**config.mk**
```make
export PLATFORM = sky130hd
export DESIGN_NAME = cp0_int_ctrl
export DESIGN_NICKNAME = d
export VERILOG_FILES = /design/src/rtl/cp0_pkg.sv /design/src/rtl/cp0_int_ctrl.sv
export SDC_FILE = /design/constraint.sdc
export NUM_CORES = 1
export LEC_CHECK = 0
export ABC_AREA = 0
export ABC_CLOCK_PERIOD_IN_PS = 2000
export CAP_MARGIN = 30
export CORE_MARGIN = 3
export CORE_UTILIZATION = 40
export CTS_BUF_LIST = sky130_fd_sc_hd__clkbuf_8
export CTS_CLUSTER_DIAMETER = 40
export DETAILED_ROUTE_END_ITERATION = 8
export GPL_ROUTABILITY_DRIVEN = 0
export GPL_TIMING_DRIVEN = 0
export PLACE_DENSITY = 0.79
export RECOVER_POWER = 25
export SETUP_SLACK_MARGIN = 0.3
export SLEW_MARGIN = 5
export SYNTH_ARGS = -nofsm -noshare
export SYNTH_HDL_FRONTEND = slang
export SYNTH_SLANG_ARGS = --single-unit
export TNS_END_PERCENT = 50
```
**constraint.sdc**
```tcl
create_clock -name clk -period 2 [get_ports clk]
set_input_delay 0.3 -clock clk [delete_from_list [all_inputs] [get_ports clk]]
set_output_delay 0.3 -clock clk [all_outputs]
set_load 0.05 [all_outputs]
```
**src/rtl/cp0_pkg.sv**
```systemverilog
// Shared CP0 definitions: register numbers, field positions and fixed values
// used by the interrupt/exception controller.
package cp0_pkg;

    localparam logic [4:0] REG_SR    = 5'd12;
    localparam logic [4:0] REG_CAUSE = 5'd13;
    localparam logic [4:0] REG_EPC   = 5'd14;
    localparam logic [4:0] REG_PRID  = 5'd15;

    localparam int SR_IE    = 0;
    localparam int SR_EXL   = 1;
    localparam int IM_LO    = 10;
    localparam int IM_HI    = 15;
    localparam int IP_LO    = 10;
    localparam int IP_HI    = 15;
    localparam int EXC_LO   = 2;
    localparam int EXC_HI   = 6;
    localparam int CAUSE_BD = 31;

    localparam logic [31:0] PRID_VALUE = 32'h2206_0007;
    localparam logic [31:0] HANDLER_PC = 32'h0000_4180;

    typedef enum logic {
        NORMAL  = 1'b0,
        HANDLER = 1'b1
    } cp0_state_e;

    function automatic logic [31:0] word_align(input logic [31:0] a);
        return {a[31:2], 2'b00};
    endfunction

endpackage

```
**src/rtl/cp0_int_ctrl.sv**
```systemverilog
// CP0 interrupt/exception controller: SR, Cause, EPC and the flush request.
// Define CP0_PRID_EN to make register 15 return PRID_VALUE.
module cp0_int_ctrl
    import cp0_pkg::*;
(
    input  logic        clk,
    input  logic        reset,
    input  logic        en,
    input  logic [4:0]  addr,
    input  logic [31:0] wdata,
    output logic [31:0] rdata,
    input  logic [31:0] vpc,
    input  logic        bd_in,
    input  logic [4:0]  exc_code_in,
    input  logic [5:0]  hw_int,
    input  logic        exl_clr,
    output logic        req,
    output logic [31:0] epc_out
);

    cp0_state_e  state, state_nxt;
    logic [5:0]  sr_im;
    logic        sr_ie;
    logic        cause_bd;
    logic [5:0]  cause_ip;
    logic [4:0]  cause_exc;
    logic [31:0] epc;
    logic        rst_d;

    logic exl;
    logic int_req, exc_req;
    logic sr_wr, epc_wr;

    assign exl     = (state == HANDLER);
    assign int_req = ~exl & sr_ie & |(sr_im & hw_int);
    assign exc_req = ~exl & (exc_code_in != 5'd0);

    // rst_d masks the cycle right after reset so a stale exception code
    // cannot flush the pipeline before it has restarted.
    assign req     = ~reset & ~rst_d & (int_req | exc_req);

    assign sr_wr   = en & ~req & (addr == REG_SR);
    assign epc_wr  = en & ~req & (addr == REG_EPC);

    assign epc_out = epc_wr ? word_align(wdata) : epc;

    always_ff @(posedge clk) begin
        if (reset) state <= NORMAL;
        else       state <= state_nxt;
    end

    always_comb begin
        state_nxt = state;
        case (state)
            NORMAL: begin
                if (req)
                    state_nxt = HANDLER;
                else if (sr_wr && wdata[SR_EXL] && !exl_clr)
                    state_nxt = HANDLER;
            end
            HANDLER: begin
                if (exl_clr)
                    state_nxt = NORMAL;
                else if (sr_wr && !wdata[SR_EXL])
                    state_nxt = NORMAL;
            end
            default: state_nxt = NORMAL;
        endcase
    end

    always_ff @(posedge clk) begin
        if (reset) begin
            sr_im     <= '0;
            sr_ie     <= 1'b0;
            cause_bd  <= 1'b0;
            cause_ip  <= '0;
            cause_exc <= '0;
            epc       <= '0;
            rst_d     <= 1'b1;
        end else begin
            rst_d    <= 1'b0;
            cause_ip <= hw_int;
            if (req) begin
                cause_bd  <= bd_in;
                cause_exc <= int_req ? 5'd0 : exc_code_in;
                epc       <= word_align(bd_in ? (vpc - 32'd4) : vpc);
            end else begin
                if (sr_wr) begin
                    sr_im <= wdata[IM_HI:IM_LO];
                    sr_ie <= wdata[SR_IE];
                end
                if (epc_wr)
                    epc <= word_align(wdata);
            end
        end
    end

    always_comb begin
        rdata = '0;
        case (addr)
            REG_SR: begin
                rdata[IM_HI:IM_LO] = sr_im;
                rdata[SR_EXL]      = exl;
                rdata[SR_IE]       = sr_ie;
            end
            REG_CAUSE: begin
                rdata[CAUSE_BD]      = cause_bd;
                rdata[IP_HI:IP_LO]   = cause_ip;
                rdata[EXC_HI:EXC_LO] = cause_exc;
            end
            REG_EPC:  rdata = epc;
`ifdef CP0_PRID_EN
            REG_PRID: rdata = PRID_VALUE;
`endif
            default:  rdata = '0;
        endcase
    end

endmodule

```
Yosys cells after proc, flatten, opt, wreduce, memory -nomap -nowiden
Cells that the tools add are included.
- add/subtract/negate cells: 1
- equal/unequal tests: 3
- multiplexer cells: 16
- bitwise logic cells: 14
- reduce and logical (&&, ||, !) cells: 9
- operator list (operator ; number):
    $mux 32 ; 3
    $sub 32x3->32 const B ; 1
    $pmux 6 s3 ; 1
    $eq 5x4->1 const B ; 3
    $mux 15 ; 1
    $pmux 5 s2 ; 1
    $and 1x1->1 ; 8
    $and 6x6->6 ; 1
    $reduce_or 6->1 ; 1
    $mux 1 ; 5
    $mux 5 ; 1
    $reduce_bool 5->1 ; 1
    $not 1->1 ; 4
    $pmux 1 s2 ; 2
    $pmux 2 s2 ; 1
    $logic_and 1x1->1 ; 3
    $mux 3 ; 1
    $logic_not 1->1 ; 2
    $reduce_and 2->1 ; 1
    $reduce_or 2->1 ; 1
    $or 1x1->1 ; 1
- bits in registers: 53
- bits of input ports: 85

Longest topological paths before layout
Gate-level depths: netlist of the first run.
- depth in word-level cells: 13
- depth in mapped cells: 7
- mapped depth without buffers: 6

Least setup slack after synthesis of the first run
OpenSTA, ideal clock, no wires.
- kind: input port to output port
- from: input port exc_code_in[1]
- to: output port epc_out[10]
- arrival: 2.076 ns
- required time: 1.700 ns
- slack: -0.376 ns
- stages: 7
- cell sequence: or4_4 > o21ai_4 > and2_1 > buf_2 > o21a_4 > buf_6 > mux2_1
- cells in the longest elaborated chain, start to end: 8
- ends and longest elaborated chain (what ; line ; source):
    from (decl) ; cp0_int_ctrl.sv:14 ; input logic [4:0] exc_code_in,
    $reduce_bool 5->1 ; cp0_int_ctrl.sv:36 ; assign exc_req = ~exl & (exc_code_in != 5'd0);
    $and 1x1->1 ; cp0_int_ctrl.sv:36 ;
    $or 1x1->1 ; cp0_int_ctrl.sv:40 ; assign req = ~reset & ~rst_d & (int_req | exc_req);
    $and 1x1->1 ; cp0_int_ctrl.sv:40 ;
    $not 1->1 (no source line) ; - ;
    $and 1x1->1 (2 in series) ; cp0_int_ctrl.sv:43 ; assign epc_wr = en & ~req & (addr == REG_EPC);
    $mux 32 ; - ;
    to (decl) ; cp0_int_ctrl.sv:18 ; output logic [31:0] epc_out
No other way between the ends.

Worst setup path in the final report of the first run
- from: register sr_im[4]
- to: output port epc_out[21]
- cells in the longest elaborated chain, start to end: 9
- ends and longest elaborated chain (what ; line ; source):
    from (decl) ; cp0_int_ctrl.sv:22 ; logic [5:0] sr_im;
    from (signal assigned) ; cp0_int_ctrl.sv:89 ; sr_im <= wdata[IM_HI:IM_LO];
    $and 6x6->6 ; cp0_int_ctrl.sv:35 ; assign int_req = ~exl & sr_ie & |(sr_im & hw_int);
    $reduce_or 6->1 ; cp0_int_ctrl.sv:35 ;
    $and 1x1->1 ; cp0_int_ctrl.sv:35 ;
    $or 1x1->1 ; cp0_int_ctrl.sv:40 ;
    $and 1x1->1 ; cp0_int_ctrl.sv:40 ;
    $not 1->1 (no source line) ; - ;
    $and 1x1->1 (2 in series) ; cp0_int_ctrl.sv:43 ;
    $mux 32 ; - ;
No other way between the ends.

==> results.py, run 1 <==
metrics = {
    "status": {
        "outcome": "complete, but fails checks",
        "failed_checks": "setup timing",
    },
    "layout": {
        "fin_area_um2": 6640,
        "n_antenna_cell": 0,
        "fin_nets": 677,
        "instances_no_fill": 697,
        "areaGrowthSynthToFinish_pct": 87.5,
        "n_fill_cell": 489,
        "drive_gt1_frac": 0.454,
    },
    "die": {
        "start_util": 0.421,
        "dieHeight_um": 100,
        "die_x_um": 100,
        "row_count": 33,
        "pin_count": 150,
        "coreArea_um2": 8420,
        "die_area_um2": 10000,
    },
    "clock_tree": {
        "clkTransAtPathRegs_ps": 110,
        "cts_buffers": 5,
        "clockRootBuffer": "clkbuf_8",
        "cts_max_level": 2,
        "cts_buffer_depth": 2,
        "clk_latency_ps": 330,
        "clock-sinks": 53,
        "cts_tree": "yes",
        "hold_buffers": 0,
    },
    "sta": {
        "clock.fmax_mhz": 357,
        "skew_ps": 11.4,
        "layout_min_cycle_time_ps": 2800,
        "rsz0062_at_grt": "true",
        "period_share": 1.40,
        "setup_viol": 65,
        "hold_violations": 0,
        "fin_ws_ps": -798,
        "drv_slew": 0,
        "tightestPinTransition_ps": 1040,
        "maxSlewHeadroom": 0.295,
    },
    "drt": {
        "drtAntennaViolNets": 0,
        "drc_errors": 0,
        "drt_wl_total_um": 16300,
        "vias": 4240,
        "routedWlPerCell_um": 23.4,
        "drtIter0Drc": 298,
        "viasPerCell": 6.08,
        "first_pass_iters": 5,
    },
    "placed_design": {
        "placed_area_um2": 5280,
        "dp.cells": 646,
        "portBuffers": 145,
        "dp_hpwl_um": 9420,
    },
    "global_routing": {
        "antenna_found_initial": 0,
        "grt_pass1_vias": 3839,
        "grt_usage": 0.259,
        "overflow": 0,
        "grt_max_degree": 19,
        "grt_pass1_wl_um": 20400,
    },
    "logic_synthesis": {
        "ys_types": 49,
        "ys.flop_type": "dfxtp_1",
        "async_reset_ff_frac": 0,
        "ys_seq_area_frac": 0.299,
        "yosys_register_bits": 53,
        "synthCells": 396,
        "syn-num-nets": 482,
        "synth_warnings": 0,
        "syn_area_um2": 3540,
        "synth.avg_cell_area_um2": 8.95,
        "synth_edf_count": 0,
    },
    "worst_setup_path": {
        "startpoint_type": "register",
        "worstSetupEndpointType": "primary output",
        "arrival_ps": 2500,
        "startpoint": "sr_im[4]",
        "critPathKind": "reg -> out",
        "worstPathRequired_ps": 1700,
        "r2r-start": "sr_im[4]",
        "worstPathMaxFanout": 5,
    },
    "power": {
        "vdd.ir_drop.worst_v": 0.000363,
        "cellLeakagePower_nw": 2.84,
        "p_per_area_nw_per_um2": 468,
    },
    "min_path": {
        "hp-start": "hw_int[5]",
        "holdCritPathClass": "in -> reg",
    },
    "flow_run": {
        "maxCapViolCount": 0,
    },
}
critical path: stages, from the launching register on:
cell and delay [ps]:
dfxtp_2 360, a22o_4 270, o311ai_4 320, and2_4 200
buf_6 90, o21a_4 170, buf_12 140, buf_12 130
mux2_4 320, buf_8 150
layout by cell type (no fill, tap or decap), types with 3 or more instances in the layout:
| cell | count |
|---|---|
| a21oi_1 | 15 |
| clkbuf_2 | 3 |
| dlymetal6s2s_1 | 16 |
| clkbuf_8 | 5 |
| a211oi_1 | 9 |
| mux2_4 | 30 |
| mux2i_1 | 32 |
| nand4b_1 | 5 |
| clkdlybuf4s50_1 | 47 |
| a21oi_2 | 3 |
| buf_2 | 6 |
| nor4_4 | 4 |
| dlygate4sd2_1 | 12 |
| and2_4 | 19 |
| a21boi_2 | 5 |
| o21ai_2 | 7 |
| buf_4 | 19 |
| clkbuf_1 | 5 |
| buf_6 | 58 |
| buf_8 | 32 |
| nand2_1 | 12 |
| nand4_1 | 3 |
| inv_1 | 4 |
| a22o_1 | 10 |
| xnor2_1 | 11 |
| mux2_2 | 9 |
| nor2_1 | 29 |
| dfxtp_2 | 3 |
| nand3_1 | 10 |
| nor2_4 | 11 |
| clkbuf_4 | 3 |
| a211oi_2 | 5 |
| nor2b_1 | 7 |
| dfxtp_1 | 50 |
| a21boi_1 | 8 |
| clkbuf_16 | 6 |
| xor2_1 | 14 |
| mux2_1 | 3 |
| buf_12 | 6 |
| nand2_4 | 7 |
per-stage QoR:
step	hold slack [ps]	TNS, ps	worst slack (ps)	utilization	total power [W]
final	270	-26850	-798	0.789	0.00311
after global routing	279	-29590	-826	0.789	0.00318
after CTS	333	-22790	-737	0.709	0.00286
after detailed placement	448	-101440	-1520	0.627	0.00214
after global placement	441	-99490	-1500	0.627	0.00212
after floorplan	328	-7730	-259	-	0.00174
power by group:
part	leakage (nW)	internal (W)	switching, W
clock network	0.0452	0.000257	0.000435
logic	2.36	0.000578	0.000638
registers	0.439	0.00113	0.0000715
routing by layer:
| metal | routed length [µm] | up-vias | track usage | part of all wire |
|---|---|---|---|---|
| li1 | - | 1822 | - | - |
| met1 | 6350 | 2055 | 0.322 | 0.39 |
| met2 | 7920 | 272 | 0.453 | 0.49 |
| met3 | 1200 | 91 | 0.0438 | 0.073 |
| met4 | 851 | 0 | 0.0850 | 0.052 |
| met5 | 0 | - | 0 | 0 |
cell type report:
| class | instances | area, µm² | share of cell area |
|---|---|---|---|
| multi-input cells | 311 | 2870 | 0.431 |
| well taps | 105 | 131 | 0.0198 |
| plain buffers | 28 | 303 | 0.0456 |
| clock buffers | 5 | 68.8 | 0.0104 |
| flip-flops and latches | 53 | 1060 | 0.160 |
| clock inverters | 3 | 25.0 | 0.00377 |
| repair buffers | 188 | 2170 | 0.327 |
| inverters | 4 | 15.0 | 0.00226 |
flip-flops by register name, summed over array words and instances, names as in the netlist:
signal / flops
rst_d: 1
cause_bd: 1
cause_exc: 5
sr_im: 6
cause_ip: 6
sr_ie: 1
exl: 1
epc: 32
Yosys cell counts, types with 2 or more instances:
cell      number  share of area
and4_1         2         0.0049
or4_1          2         0.0042
xnor2_1       11          0.027
a211oi_1      14          0.030
a21oi_1       18          0.025
or3_1          2         0.0035
nor4_1         5         0.0088
xor2_1        16          0.040
o21a_1         2         0.0042
clkbuf_1      12          0.013
buf_2         12          0.017
dfxtp_1       53           0.30
mux2i_1       33          0.093
nand3_1       11          0.016
a21boi_0      13          0.028
mux2_2        11          0.035
o21ai_0        7         0.0099
nand2_1       21          0.022
and2_1        19          0.034
nor2b_1        9          0.016
nor3_1         3         0.0042
nor4b_1        3         0.0074
nand4b_1       5          0.012
mux2_1        31          0.099
inv_1          4         0.0042
a22o_1        11          0.027
nand4_1        3         0.0053
buf_6          3         0.0095
nor2_1        40          0.042
final timing paths:
| kind | depth (start not counted) | to | slack [ps] |
|---|---|---|---|
| hold / removal | 2 | cause_ip[5] | 270 |
| setup reg to reg | 11 | epc[27] | -190 |
| setup / recovery | 9 | epc_out[21] | -800 |
| hold reg to reg | 2 | cause_exc[0] | 490 |
kinds of logic (layout without fill, tap and decap cells):
family / count (synthesis) / in the layout / synth area share
compound gates: 74 / 74 / 0.151
xor+xnor: 27 / 27 / 0.0667
fa+ha+maj: 1 / 1 / 0.00353
buf+inv: 32 / 228 / 0.0445
flops: 53 / 53 / 0.299
mux: 75 / 75 / 0.227
simple gates: 134 / 134 / 0.208
repair_timing:
item | 4_1_cts | 5_1_grt
resized for setup | 570 | 132
pin swaps | 28 | 29
setup endpoints to repair | 111 | 109
setup buffers | 15 | 21
cloned | 3 | 4
Note: power is estimated with default switching activity, not from simulation.
==> run 2: changes to the inputs <==
- CTS_CLUSTER_SIZE: not set -> 20
==> results of run 2 <==
No change in the layout: final DEF, timing and power equal those of run 1.
